==> src/rtl/dma_apb_slave_regs.sv <==
// APB register slave for a single-channel DMA: APB FSM with wait
// states, CTRL/SRC/DST/SIZE/START/STATUS/REMAIN map and a countdown.
module dma_apb_slave_regs #(
  parameter int WAIT_STATES = 1,
  parameter int ADDR_W      = 13
) (
  input  logic              clk,
  input  logic              reset,
  input  logic              pclken,
  input  logic              psel,
  input  logic              penable,
  input  logic              pwrite,
  input  logic [ADDR_W-1:0] paddr,
  input  logic [31:0]       pwdata,
  output logic [31:0]       prdata,
  output logic              pready,
  output logic              pslverr,
  input  logic              scan_en,
  output logic              idle,
  output logic              INT
);

  typedef enum logic [1:0] {
    S_IDLE,
    S_SETUP,
    S_ACCESS
  } state_t;

  localparam logic [ADDR_W-1:0] A_CTRL   = ADDR_W'(12'h000);
  localparam logic [ADDR_W-1:0] A_SRC    = ADDR_W'(12'h004);
  localparam logic [ADDR_W-1:0] A_DST    = ADDR_W'(12'h008);
  localparam logic [ADDR_W-1:0] A_SIZE   = ADDR_W'(12'h00C);
  localparam logic [ADDR_W-1:0] A_START  = ADDR_W'(12'h010);
  localparam logic [ADDR_W-1:0] A_STATUS = ADDR_W'(12'h014);
  localparam logic [ADDR_W-1:0] A_REMAIN = ADDR_W'(12'h018);
  localparam logic [2:0]        WS       = 3'(WAIT_STATES);

  state_t      r_state;
  logic [2:0]  r_wait;
  logic        r_pready;
  logic        r_enable;
  logic        r_int_en;
  logic [31:0] r_src;
  logic [31:0] r_dst;
  logic [15:0] r_size;
  logic        r_done;
  logic        r_busy;
  logic [15:0] r_remain;

  logic        w_sel_ctrl;
  logic        w_sel_src;
  logic        w_sel_dst;
  logic        w_sel_size;
  logic        w_sel_start;
  logic        w_sel_status;
  logic        w_sel_remain;
  logic        w_err;
  logic        w_xfer;
  logic        w_wr;
  logic        w_launch;
  logic        w_abort;
  logic        w_last;
  logic [31:0] w_rdata;

  assign w_sel_ctrl   = (paddr == A_CTRL);
  assign w_sel_src    = (paddr == A_SRC);
  assign w_sel_dst    = (paddr == A_DST);
  assign w_sel_size   = (paddr == A_SIZE);
  assign w_sel_start  = (paddr == A_START);
  assign w_sel_status = (paddr == A_STATUS);
  assign w_sel_remain = (paddr == A_REMAIN);

  assign w_err = (paddr[1:0] != 2'b00)
               | ~(w_sel_ctrl | w_sel_src | w_sel_dst | w_sel_size
                 | w_sel_start | w_sel_status | w_sel_remain)
               | (w_sel_remain & pwrite);

  assign w_xfer   = psel & penable & r_pready;
  assign w_wr     = w_xfer & pwrite & ~w_err & ~scan_en;
  assign w_launch = w_wr & w_sel_start & pwdata[0]
                  & r_enable & (r_size != 16'd0) & ~r_busy;
  assign w_abort  = w_wr & w_sel_ctrl & ~pwdata[0] & r_busy;
  assign w_last   = r_busy & (r_remain <= 16'd1) & ~w_abort;

  assign pready  = r_pready;
  assign pslverr = w_xfer & w_err;
  assign prdata  = (w_xfer & ~pwrite & ~w_err) ? w_rdata : 32'd0;
  assign idle    = ~r_busy;
  assign INT     = r_done & r_int_en;

  // Read-data mux over the decoded register selects
  always_comb begin
    w_rdata = 32'd0;
    unique case (1'b1)
      w_sel_ctrl:   w_rdata = {30'd0, r_int_en, r_enable};
      w_sel_src:    w_rdata = r_src;
      w_sel_dst:    w_rdata = r_dst;
      w_sel_size:   w_rdata = {16'd0, r_size};
      w_sel_status: w_rdata = {30'd0, r_busy, r_done};
      w_sel_remain: w_rdata = {16'd0, r_remain};
      default:      w_rdata = 32'd0;
    endcase
  end

  // APB phase tracker; pready is registered and gated by pclken
  always_ff @(posedge clk or posedge reset) begin
    if (reset) begin
      r_state  <= S_IDLE;
      r_wait   <= 3'd0;
      r_pready <= 1'b0;
    end else if (pclken) begin
      unique case (r_state)
        S_IDLE: begin
          if (psel && !penable) r_state <= S_SETUP;
        end
        S_SETUP: begin
          r_state  <= S_ACCESS;
          r_wait   <= WS;
          r_pready <= (WS == 3'd0);
        end
        S_ACCESS: begin
          if (r_wait != 3'd0) begin
            r_wait   <= r_wait - 3'd1;
            r_pready <= (r_wait == 3'd1);
          end else begin
            r_state  <= S_IDLE;
            r_pready <= 1'b0;
          end
        end
        default: begin
          r_state  <= S_IDLE;
          r_pready <= 1'b0;
        end
      endcase
    end
  end

  // Configuration registers; address/size frozen while a transfer runs
  always_ff @(posedge clk or posedge reset) begin
    if (reset) begin
      r_enable <= 1'b0;
      r_int_en <= 1'b0;
      r_src    <= 32'd0;
      r_dst    <= 32'd0;
      r_size   <= 16'd0;
    end else begin
      if (w_wr && w_sel_ctrl) begin
        r_enable <= pwdata[0];
        r_int_en <= pwdata[1];
      end
      if (w_wr && !r_busy) begin
        if (w_sel_src)  r_src  <= pwdata;
        if (w_sel_dst)  r_dst  <= pwdata;
        if (w_sel_size) r_size <= pwdata[15:0];
      end
    end
  end

  // Transfer countdown: launch, decrement, finish or abort on disable
  always_ff @(posedge clk or posedge reset) begin
    if (reset) begin
      r_busy   <= 1'b0;
      r_remain <= 16'd0;
    end else if (w_abort) begin
      r_busy   <= 1'b0;
      r_remain <= 16'd0;
    end else if (w_launch) begin
      r_busy   <= 1'b1;
      r_remain <= r_size;
    end else if (r_busy) begin
      r_remain <= r_remain - 16'd1;
      if (w_last) r_busy <= 1'b0;
    end
  end

  // Done flag: set on completion wins over a same-cycle W1C
  always_ff @(posedge clk or posedge reset) begin
    if (reset) begin
      r_done <= 1'b0;
    end else if (w_last) begin
      r_done <= 1'b1;
    end else if (w_wr && w_sel_status && pwdata[0]) begin
      r_done <= 1'b0;
    end
  end

endmodule

==> config.mk <==
export PLATFORM = sky130hd
export DESIGN_NAME = dma_apb_slave_regs
export DESIGN_NICKNAME = d
export VERILOG_FILES = /design/src/rtl/dma_apb_slave_regs.sv
export SDC_FILE = /design/constraint.sdc
export NUM_CORES = 1
export LEC_CHECK = 0
export BUFFER_PORTS_ARGS = -buffer_cell sky130_fd_sc_hd__clkbuf_2
export CAP_MARGIN = 30
export CORE_ASPECT_RATIO = 0.7
export CORE_MARGIN = 5
export CORE_UTILIZATION = 50
export CTS_CLUSTER_SIZE = 16
export DETAILED_ROUTE_END_ITERATION = 8
export PLACE_DENSITY = 0.72
export SYNTH_ARGS = -nofsm -noshare
export SYNTH_HDL_FRONTEND = slang
export SYNTH_SLANG_ARGS = --single-unit
==> constraint.sdc <==
create_clock -name clk -period 7.8 [get_ports clk]
set_input_delay 0.78 -clock clk [delete_from_list [all_inputs] [get_ports clk]]
set_output_delay 0.78 -clock clk [all_outputs]
set_load 0.005 [all_outputs]
== Yosys cells after proc, flatten, opt, wreduce, memory -nomap -nowiden ==
Index checks and enable logic that the tools add are counted.
Operators by class
  $add $sub $neg: 2
  $lt $le $gt $ge: 1
  equality and inequality tests: 12
  muxes and demuxes: 18
  bitwise gates (word level): 36
  reductions and logical operators: 21
Operators with widths (number)
  case mux 32 bit (6 select lines): 1
  two-way mux 16 bit: 3
  equality test 13 x 5 -> 1 bit, second input constant: 3
  two-way mux 32 bit: 1
  equality test 13 x 4 -> 1 bit, second input constant: 2
  AND 1 bit: 20
  less-or-equal comparator 16 x 1 -> 1 bit, second input constant: 1
  nonzero test 16 bit: 1
  subtractor 16 x 1 -> 16 bit, second input constant: 1
  equality test 13 x 3 -> 1 bit, second input constant: 1
  logical NOT 13 bit: 1
  NOT 1 bit: 8
  OR 1 bit: 8
  AND reduction 2 bit: 4
  two-way mux 1 bit: 7
  inequality test 2 bit, second input constant: 3
  case mux 2 bit (3 select lines): 1
  case mux 3 bit (2 select lines): 1
  AND reduction 3 bit: 2
  nonzero test 2 bit: 3
  nonzero test 3 bit: 2
  logical AND 1 bit: 5
  two-way mux 2 bit: 2
  equality test 3 x 1 -> 1 bit, second input constant: 1
  other kinds (7): 8
Storage, ports and cells
  register bits: 106
  output and inout port bits: 36

== Depth between registers and ports, before layout ==
Gate-level depths: netlist (run 1).
  depth in word-level cells: 22
  depth in mapped cells: 7

== Least setup slack after synthesis (run 1) ==
OpenSTA, ideal clock, no wires.
  path type: in2out
  from: input paddr[9]
  to: output prdata[10]
  data arrival time: 2.407 ns
  required time: 7.020 ns
  path slack: 4.613 ns
  stages on the path: 7
  path through: nor4_2 nand4_2 buf_2 nor3b_4 clkbuf_1 a222oi_1 nor2_1
Between the ends
  word-level cells in the longest chain between the ends: 13
  elaborated cells between the ends (all ways): 21
RTL lines
  start: declaration: RTL line 13  | input logic [ADDR_W-1:0] paddr,
  equality test 13 x 3 -> 1 bit or logical NOT 13 bit (tied branches): RTL line 66, 65
  OR 1 bit (3 in a row): RTL line 74  | | ~(w_sel_ctrl | w_sel_src | w_sel_dst | w_sel_size
  OR 1 bit (3 in a row): RTL line 75  | | w_sel_start | w_sel_status | w_sel_remain)
  NOT 1 bit: RTL line 74
  OR 1 bit: RTL line 74
  OR 1 bit: RTL line 76  | | (w_sel_remain & pwrite);
  NOT 1 bit: RTL line 87  | assign prdata = (w_xfer & ~pwrite & ~w_err) ? w_rdata : 32'd0;
  AND 1 bit: RTL line 87
  two-way mux 32 bit (*): RTL line 87
  end: declaration: RTL line 15  | output logic [31:0] prdata,
Every way passes the cells marked *; elsewhere a longest branch is shown, timed or not.

== Worst setup path after layout (run 1) ==
  from: input paddr[9]
  to: output prdata[8]
Same word-level chain as after synthesis.

==> metrics.md, run 1 <==
| Metric | Value |
|---|---|
| Site Rows | `32` |
| Die height | `~98 µm` |
| Inserted Clock Buffers | `9` |
| IO Pins | `between 80 and 90` |
| WP data arrival | `3.19 ns` |
| Peak per-stage delay on the critical path | `approximately 0.91 ns` |
| Worst-path clk slew | `0.07 ns` |
| Seq cells post-synth | `approximately 110` |
| GPL Wtd Cong | `around 0.94` |
| CTS tree | `yes` |
| Largest net degree at the start of global routing | `55` |
| CTS Hold Bufs | `0` |
| Initial drt markers | `around 550` |
| Post-synth EDFFs | `0` |
| Layout cells sized above 1 | `40.1%` |
| Wirelength, routed | `about 14,000 µm` |
| Post-synth top area share | `between 40 and 50%` |
| DR vias | `between 4k and 5k` |
| H-tree lvl count | `3` |
| Critical Path RT | `roughly 7.0 ns` |
| Lkg Pwr | `approximately 3 nW` |
| Final HPWL DP | `9650 µm` |
| PwrDens | `182 mW/mm²` |
| Crit path top cell by count | `clkbuf_2` |
| Die area | `roughly 0.013 mm²` |
| Postcts setup bufs | `0` |
| Syn nets | `~540` |
| Avg Vias per Cell | `between 6 and 7` |
| Clock Sinks | `about 110` |
| # setup viols final | `0` |
| Skew final | `0.00900 ns` |
| Fin crit share | `approximately half` |
| Cells after synthesis | `between 400 and 500` |
| Sequential fraction of the synthesis area | `between 40 and 50%` |
| Clk Latency, worst-skew pair | `roughly 0.35 ns` |
| Antenna viol nets, final | `0` |
| Die width | `between 100 and 150 µm` |
| Post-synth cell types | `about 60` |
| Synth Area per Inst | `11.6 µm²` |
| R2r setup slk | `around 5.1 ns` |
| Antenna violations before repair | `0` |
| RSZ-0062 raised after global routing | `no` |
| CTS Buffer Depth | `2` |
| Antenna diode count | `0` |
| Crit-path cells | `clkbuf_2, nor4_2, nand4_2, nor3b_4, a22oi_1, a21oi_1, clkbuf_2` |
| Area grow syn2layout | `15.4%` |
| # DRC | `0` |
| CORE AREA | `~0.011 mm²` |
| Worst r2r src | `pready` |
| Status | `complete, no violations` |
| Worst-Margin Slew | `about 1 ns` |
| Slew headroom | `32.6%` |
| Worst reg-to-reg path cell count | `5` |
| Root buffer cell | `clkbuf_16` |
| Worst min-delay path class | `in2async` |
| Netlist Area Pre-Place | `0.00557 mm²` |
| Yosys Warn Count | `0` |
| Nets | `between 600 and 700` |
| Critical path endpoint category | `output port` |
| I/O Buffers | `87` |
| Area leader, netlist | `dfrtp_1` |
| GRT Residual Overflow | `0` |
| First-pass GRT wire length | `~24,000 µm` |
| 1st-pass router iterations | `6` |
| Reg2reg end | `r_remain[2]` |
| Crit path max fanout | `17` |
| Max-Cap Viols | `0` |
| Startpoint type of the worst setup path | `input port` |
| Hold WS | `between 0.5 and 0.6 ns` |
| CP max stage cell | `nor3b_4` |
| Wire length per cell | `19.8 µm` |
| Max-slew violation count | `0` |
| Peak VDD IR | `approximately 0.13 mV` |
| Setup TNS | `0 ns` |
| Fmax | `between 200 and 300 MHz` |
| Post-synth ARST share | `100%` |
| Final Hold Viols | `0` |
| Initial Utilization | `between 50 and 60%` |
| Top FF cell, synth | `dfrtp_1` |
| Gr usage total | `22.2%` |
| Min cycle time layout | `3.97 ns` |
| CP Class | `in2out` |
| Vias in the first global route | `roughly 4.5k` |
| Post-CTS sizing | `0` |
| Top cells by area, synth | `dfrtp_1 48%, mux2_2 20%, nor2_1 3.6%` |
[metal layers]
metal	global-route usage, %	wire length, µm
met1	31.6	6370
met2	34.1	6530
met3	5.72	1070
met4	5.11	155
met5	0	0
[final cells by class]
class | count | area (µm²)
clock inverter | 7 | 92.6
timing repair buffer | 95 | 499
inverter | 20 | 77.6
sequential | 106 | 2650
tap | 153 | 191
multi-input combinational | 324 | 2690
fill | 913 | 4550
clock buffer | 9 | 225
[registers in the layout, indices dropped and copies added, names as in the netlist]
register,flops
r_dst,32
r_src,32
r_remain,16
r_size,16
r_wait,3
r_state,2
pready,1
r_busy,1
r_done,1
r_enable,1
r_int_en,1
[cells in the mapped netlist (all sizes together) (3+ instances only)]
library cell    n
ha              5
nor2           53
inv            20
nand2          13
a222oi         14
a21oi           5
mux2           99
o32ai           9
o41ai           3
nand2b          4
o21ai           7
o22ai           6
a221o          12
buf            16
clkbuf         15
or2             3
or3             5
nor3           11
dfrtp         106
a22o            3
or4             3
nor4           10
nand3           9
a22oi          19
[cells by family (layout without fill, tap and decap cells)]
| logic type | Yosys count | in the layout | synth area share, % |
|---|---|---|---|
| and+or+nand+nor | 125 | 125 | 12.6 |
| AOI/OAI and AO/OA | 93 | 93 | 14.1 |
| muxes | 100 | 100 | 20.2 |
| xor gates and xnor gates | 1 | 1 | 0.157 |
| adders and majority gates | 5 | 5 | 1.12 |
| buffers and inverters | 51 | 131 | 4.22 |
| DFF | 106 | 106 | 47.6 |
[layout by cell type (no fill, tap or decap), types with 4 or more instances in the layout]
cell type / Yosys / routed
nand2_1: 13 / 13
a22oi_1: 19 / 19
o22ai_1: 6 / 6
ha_1: 5 / 5
inv_1: 20 / 19
or3_1: 5 / 5
nand2b_1: 4 / 4
buf_4: 3 / 7
a221o_1: 12 / 12
a21oi_1: 5 / 5
o32ai_1: 9 / 9
a222oi_1: 14 / 14
o21ai_0: 7 / 7
clkbuf_2: 0 / 87
clkbuf_16: 0 / 9
nor2_1: 53 / 53
dfrtp_1: 106 / 106
nor3_1: 8 / 8
mux2_2: 99 / 99
nand3_1: 8 / 8
nor4_1: 8 / 8
[report_power, final]
group	leakage [nW]	internal, mW	switching, mW	total, mW
combinational	1.52	0.0430	0.0598	0.103
sequential	1.41	0.562	0.0152	0.577
clock	0.160	0.281	0.209	0.490
total	3.09	0.886	0.284	1.17
[through the flow]
step | utilization [%] | setup WS [ns] | total power [mW] | instances | cell area, µm²
CTS | 58.5 | 3.84 | 1.18 | 713 | 6410
floorplan | - | 4.23 | 0.652 | 481 | 5570
detailed placement | 55.6 | 3.85 | 0.690 | 697 | 6100
global route | 58.6 | 3.66 | 1.21 | 714 | 6420
global placement | 55.6 | 3.92 | 0.684 | 697 | 6100
finish | 58.6 | 3.83 | 1.17 | 714 | 6420
[worst max path at each step]
| stage | from | end | depth (start not counted) |
|---|---|---|---|
| 4_1_cts | paddr[9] | prdata[8] | 7 |
| 5_1_grt | paddr[9] | prdata[8] | 7 |
| 3_5_place_dp | paddr[9] | prdata[8] | 7 |
| 6_report | paddr[9] | prdata[8] | 7 |
| 2_1_floorplan | reset | pready | 1 |
| 3_3_place_gp | paddr[9] | prdata[8] | 7 |
[critical path: cells and delay by family]
family	cells	cell delay, ns
AND/OR/NAND/NOR	3	1.75
AO/OA/AOI/OAI	2	0.43
buffers and inverters	2	0.23
Power figures use the tool's default switching activity.
==> run 2, diff against run 1 <==
--- a/config.mk
+++ b/config.mk
@@ -12,7 +12,7 @@
 export CORE_UTILIZATION = 50
 export CTS_CLUSTER_SIZE = 16
 export DETAILED_ROUTE_END_ITERATION = 8
-export PLACE_DENSITY = 0.72
+export PLACE_DENSITY = 0.75
 export SYNTH_ARGS = -nofsm -noshare
 export SYNTH_HDL_FRONTEND = slang
 export SYNTH_SLANG_ARGS = --single-unit
==> constraint.sdc (replaced) <==
create_clock -name clk -period 3.2 [get_ports clk]
set_input_delay 0.32 -clock clk [delete_from_list [all_inputs] [get_ports clk]]
set_output_delay 0.32 -clock clk [all_outputs]
set_load 0.005 [all_outputs]
==> metrics.md, run 2 (synthesis results as in run 1) <==
| Metric | Value |
|---|---|
| Status | `complete, no violations` |
| Sw Pwr | `0.679 mW` |
| CP Class | `reg2out` |
| Critical Path RT | `~2.9 ns` |
| Combinational fraction of design power | `about a tenth` |
| Clk Latency, worst-skew pair | `roughly 0.35 ns` |
| Wire length per cell | `around 20 µm` |
| Hold WS | `0.135 ns` |
| Die height | `roughly 98 µm` |
| Postcts setup bufs | `0` |
| Worst min-delay path class | `in2async` |
| Peak VDD IR | `0.308 mV` |
| Register area | `between 0.002 and 0.003 mm²` |
| Final Hold Viols | `0` |
| Sw Ratio | `between 20% and 30%` |
| Biggest regs | `r_dst: 32 flops, r_src: 32 flops` |
| Startpoint type of the worst setup path | `flop` |
| Fmax | `about 400 MHz` |
| Crit path max fanout | `21` |
| Final HPWL DP | `10,200 µm` |
| Max-slew violation count | `0` |
| Wirelength, routed | `between 10,000 and 15,000 µm` |
| Post-CTS sizing | `0` |
| Critical path endpoint category | `output port` |
| Lkg Pwr | `3.13 nW` |
| Worst-Margin Slew | `~0.86 ns` |
| Area grow syn2layout | `16.6%` |
| # setup viols final | `0` |
| CP max stage cell | `dfrtp_1` |
| Nets | `around 620` |
| Antenna violations before repair | `0` |
| IO Pins | `slightly below 90` |
| Inserted Clock Buffers | `9` |
| First-pass GRT wire length | `~24,000 µm` |
| I/O Buffers | `slightly below 90` |
| Avg Vias per Cell | `6.17` |
| CTS Hold Bufs | `0` |
| H-tree lvl count | `3` |
| Fin crit share | `77.5%` |
| Vias in the first global route | `about 4.6k` |
| Die area | `between 0.01 and 0.015 mm²` |
| Peak per-stage delay on the critical path | `0.70 ns` |
| CORE AREA | `0.0110 mm²` |
| Min cycle time layout | `around 2.5 ns` |
| Commonest non-fill, non-tap cell in the layout | `dfrtp_1` |
| Fin area | `0.00649 mm²` |
| Die width | `136 µm` |
| Initial Utilization | `50.8%` |
| WP data arrival | `2.16 ns` |
| Max-Cap Viols | `0` |
| Clock power share | `40.2%` |
| Crit-path cells | `mux2_2, a22oi_1, nor3_1, a221oi_1, nor2_1, clkbuf_2` |
| RSZ-0062 raised after global routing | `no` |
| Worst-path clk slew | `roughly 0.06 ns` |
| Clock Sinks | `between 100 and 150` |
| Internal power | `2.11 mW` |
| DR vias | `4,458` |
| Placed Instance Area | `0.00619 mm²` |
| Largest net degree at the start of global routing | `67` |
| Antenna viol nets, final | `0` |
| Skew final | `between 0.009 and 0.01 ns` |
| Reg power frac | `between 50% and 60%` |
| Root buffer cell | `clkbuf_16` |
| FILL cells | `930` |
| PwrDens | `roughly 430 mW/mm²` |
| 1st-pass router iterations | `7` |
| Slew headroom | `a little over two fifths` |
| Area occupied by multi-input gates | `approximately 0.0027 mm²` |
| Layout cells sized above 1 | `roughly two fifths` |
| CTS Buffer Depth | `2` |
| GRT Residual Overflow | `0` |
| Most frequent cells in the layout | `106 x dfrtp_1, 99 x mux2_2, 87 x clkbuf_2, 53 x nor2_1` |
| Initial drt markers | `about 400` |
| Antenna diode count | `0` |
| # DRC | `0` |
| Site Rows | `32` |
| GPL Wtd Cong | `between 0.9 and 1` |
| Gr usage total | `between 20% and 30%` |
| CTS tree | `yes` |
| Setup TNS | `0 ns` |
## run 2: cell count changes in the layout (fill, tap and decap cells not counted), sizes merged
| cell | change |
|---|---|
| buf | +10 |
| bufinv | -1 |
| clkbuf | +1 |
| clkinv | -3 |
| clkinvlp | +2 |
## run 2: final timing paths
kind	from	endpoint	slack [ns]	depth (start not counted)
worst min register to register	r_dst[0]	r_dst[0]	0.51	1
max in group asynchronous	reset	r_remain[15]	2.36	3
min in group clk	pwdata[22]	r_src[22]	0.21	2
worst max register to register	r_remain[5]	r_remain[14]	0.73	5
worst max-delay path	r_busy	prdata[1]	0.72	6
worst min-delay path	reset	r_wait[1]	0.14	2
## run 2: power groups by stage
stage | logic [mW] | clock network (mW) | registers (mW)
4_1_cts | 0.260 | 1.14 | 1.41
6_report | 0.259 | 1.12 | 1.41
5_1_grt | 0.293 | 1.19 | 1.41
3_5_place_dp | 0.258 | 0 | 1.43
2_1_floorplan | 0.174 | 0 | 1.41
3_3_place_gp | 0.244 | 0 | 1.43
## run 2: critical path: cells and delay by family (launching register included)
family	cells	cell delay, ns
muxes	1	0.42
buffers and inverters	1	0.11
DFF	1	0.70
and+or+nand+nor	2	0.14
AOI/OAI and AO/OA	2	0.42
## run 2: cell type report
class / count / share of cell area (%)
clock buffers: 10 / 3.68
clock inverters: 5 / 0.964
inverters: 20 / 1.19
multi-input cells: 324 / 41.4
flip-flops and latches: 106 / 40.9
well taps: 153 / 2.95
repair buffers: 105 / 8.98
## run 2: metrics by stage
step	util [%]	power (mW)	setup slack [ns]	cells
6_report	59.2	2.78	0.722	723
5_1_grt	59.2	2.89	0.559	723
4_1_cts	59.2	2.80	0.732	723
3_5_place_dp	56.4	1.69	0.674	708
3_3_place_gp	56.4	1.67	0.749	708
2_1_floorplan	-	1.59	0.0911	481
## run 2: metal layers
layer  wire [µm]  GRT usage [%]
met1        6460           30.9
met3        1000           5.41
met4         178           6.58
met2        6990           36.1
met5           0              0
==> run 3, diff against run 2 <==
--- a/config.mk
+++ b/config.mk
@@ -12,7 +12,7 @@
 export CORE_UTILIZATION = 50
 export CTS_CLUSTER_SIZE = 16
 export DETAILED_ROUTE_END_ITERATION = 8
-export PLACE_DENSITY = 0.75
+export PLACE_DENSITY = 0.72
 export SYNTH_ARGS = -nofsm -noshare
 export SYNTH_HDL_FRONTEND = slang
 export SYNTH_SLANG_ARGS = --single-unit
==> constraint.sdc (replaced) <==
create_clock -name clk -period 2.5 [get_ports clk]
set_input_delay 0.25 -clock clk [delete_from_list [all_inputs] [get_ports clk]]
set_output_delay 0.25 -clock clk [all_outputs]
set_load 0.005 [all_outputs]
==> metrics.md, run 3 (synthesis results as in run 1) <==
| Metric | Value |
|---|---|
| Wirelength, routed | `around 14,000 µm` |
| Min cycle time layout | `between 2 and 2.5 ns` |
| Wire length per cell | `19.3 µm` |
| Die area | `0.0134 mm²` |
| Die width | `around 140 µm` |
| Worst-path clk slew | `approximately 0.070 ns` |
| Worst min-delay path class | `in2reg` |
| GPL Wtd Cong | `0.882` |
| Status | `complete, no violations` |
| CORE AREA | `~0.011 mm²` |
| Initial drt markers | `approximately 540` |
| Max-Cap Viols | `0` |
| I/O Buffers | `slightly below 90` |
| Final HPWL DP | `~10,000 µm` |
| Final Hold Viols | `0` |
| Fin crit share | `around 94%` |
| Setup TNS | `0 ns` |
| CTS Buffer Depth | `2` |
| CP Class | `reg2reg` |
| Register area | `about 0.0027 mm²` |
| H-tree lvl count | `3` |
| Clock Sinks | `between 100 and 150` |
| Vias in the first global route | `around 4.5k` |
| Die height | `98.3 µm` |
| Setup ws final | `0.148 ns` |
| Antenna violations before repair | `0` |
| Skew final | `about 0.0078 ns` |
| Fin area | `0.00655 mm²` |
| Critical path endpoint category | `flop` |
| Most frequent cells in the layout | `106 x dfrtp_1, 99 x mux2_2, 87 x clkbuf_2, 53 x nor2_1, 22 x buf_4` |
| Worst reg-to-reg path cell count | `6` |
| # DRC | `0` |
| First-pass GRT wire length | `23,300 µm` |
| Gr usage total | `between 20% and 30%` |
| Nets | `630` |
| Commonest non-fill, non-tap cell in the layout | `dfrtp_1` |
| Post-CTS sizing | `0` |
| Clk Latency, worst-skew pair | `about 0.36 ns` |
| Pre-CTS setup slack | `about 0.17 ns` |
| DR vias | `roughly 4.4k` |
| # setup viols final | `0` |
| Critical Path RT | `between 2 and 3 ns` |
| PwrDens | `between 500 and 600 mW/mm²` |
| Layout cells sized above 1 | `41.7%` |
| Area grow syn2layout | `17.7%` |
| CTS tree | `yes` |
| Worst-Margin Slew | `about 0.53 ns` |
| WP data arrival | `approximately 2.6 ns` |
| RSZ-0062 raised after global routing | `no` |
| IO Pins | `88` |
| Antenna viol nets, final | `0` |
| Fmax | `~430 MHz` |
| Root buffer cell | `clkbuf_16` |
| Startpoint type of the worst setup path | `flop` |
| Area occupied by multi-input gates | `0.00269 mm²` |
| Lkg Pwr | `around 3.2 nW` |
| Placed Instance Area | `approximately 0.0062 mm²` |
| Hold depth | `2` |
| Crit path max fanout | `22` |
| GRT Residual Overflow | `0` |
| Biggest regs | `r_dst: 32 flops, r_src: 32 flops` |
| Site Rows | `32` |
| 1st-pass router iterations | `5` |
| Antenna diode count | `0` |
| Avg Vias per Cell | `5.97` |
| Max-slew violation count | `0` |
| Initial Utilization | `50.8%` |
| Peak VDD IR | `approximately 0.32 mV` |
| Largest net degree at the start of global routing | `36` |
| Slew headroom | `64.5%` |
| Hold WS | `roughly 0.14 ns` |
| Inserted Clock Buffers | `9` |
| FILL cells | `approximately 920` |
| Total power | `3.53 mW` |
## run 3: metrics by stage
step | cells | utilization (%)
4_1_cts | 731 | 59.7
2_1_floorplan | 481 | -
5_1_grt | 731 | 59.7
6_report | 731 | 59.7
3_3_place_gp | 714 | 57.0
3_5_place_dp | 714 | 57.0
## run 3: power breakdown
part	total, mW	internal, mW	switching, mW
Sequential	1.80	1.75	0.0469
Clock	1.40	0.702	0.695
Combinational	0.334	0.145	0.189
## run 3: layer usage
metal | vias to the layer above | global-route usage [%] | part of all wire [%]
met1 | 2178 | 30.7 | 45
met3 | 15 | 6.59 | 7.3
met5 | - | 0 | 0
li1 | 2016 | - | -
met2 | 154 | 33.7 | 46
met4 | 0 | 4.80 | 1.1
## run 3: path summary, 6_finish.rpt
kind	slack (ns)	from	endpoint
worst min register to register	0.51	r_dst[0]	r_dst[0]
worst max register to register	0.15	pready	r_remain[10]
worst min-delay path	0.14	pwdata[21]	r_dst[21]
max in group asynchronous	1.40	reset	r_dst[20]
worst max-delay path	0.15	pready	r_remain[10]
min in group asynchronous	0.48	reset	r_dst[3]
## run 3: what timing repair did
item                                    in CTS  in global routing
endpoints found under the hold margin       18                  0
endpoints found under the setup margin       0                  0
hold buffers                                 1                  0
setup buffers                                0                  0
## run 3: cell type report
cell class	instances	area share (%)
Inverter	20	1.20
Sequential cell	106	40.5
Timing Repair Buffer	112	9.93
Tap cell	153	2.92
Clock buffer	9	3.44
Multi-Input combinational cell	324	41.0
Clock inverter	7	1.05
## run 3: worst max-delay path: stages, from the launching register on
cell     delay, ns
dfrtp_1       0.37
nand3_1       0.16
or4b_4        0.64
o41ai_4       0.29
buf_4         0.30
nor2_1        0.13
a221o_1       0.33
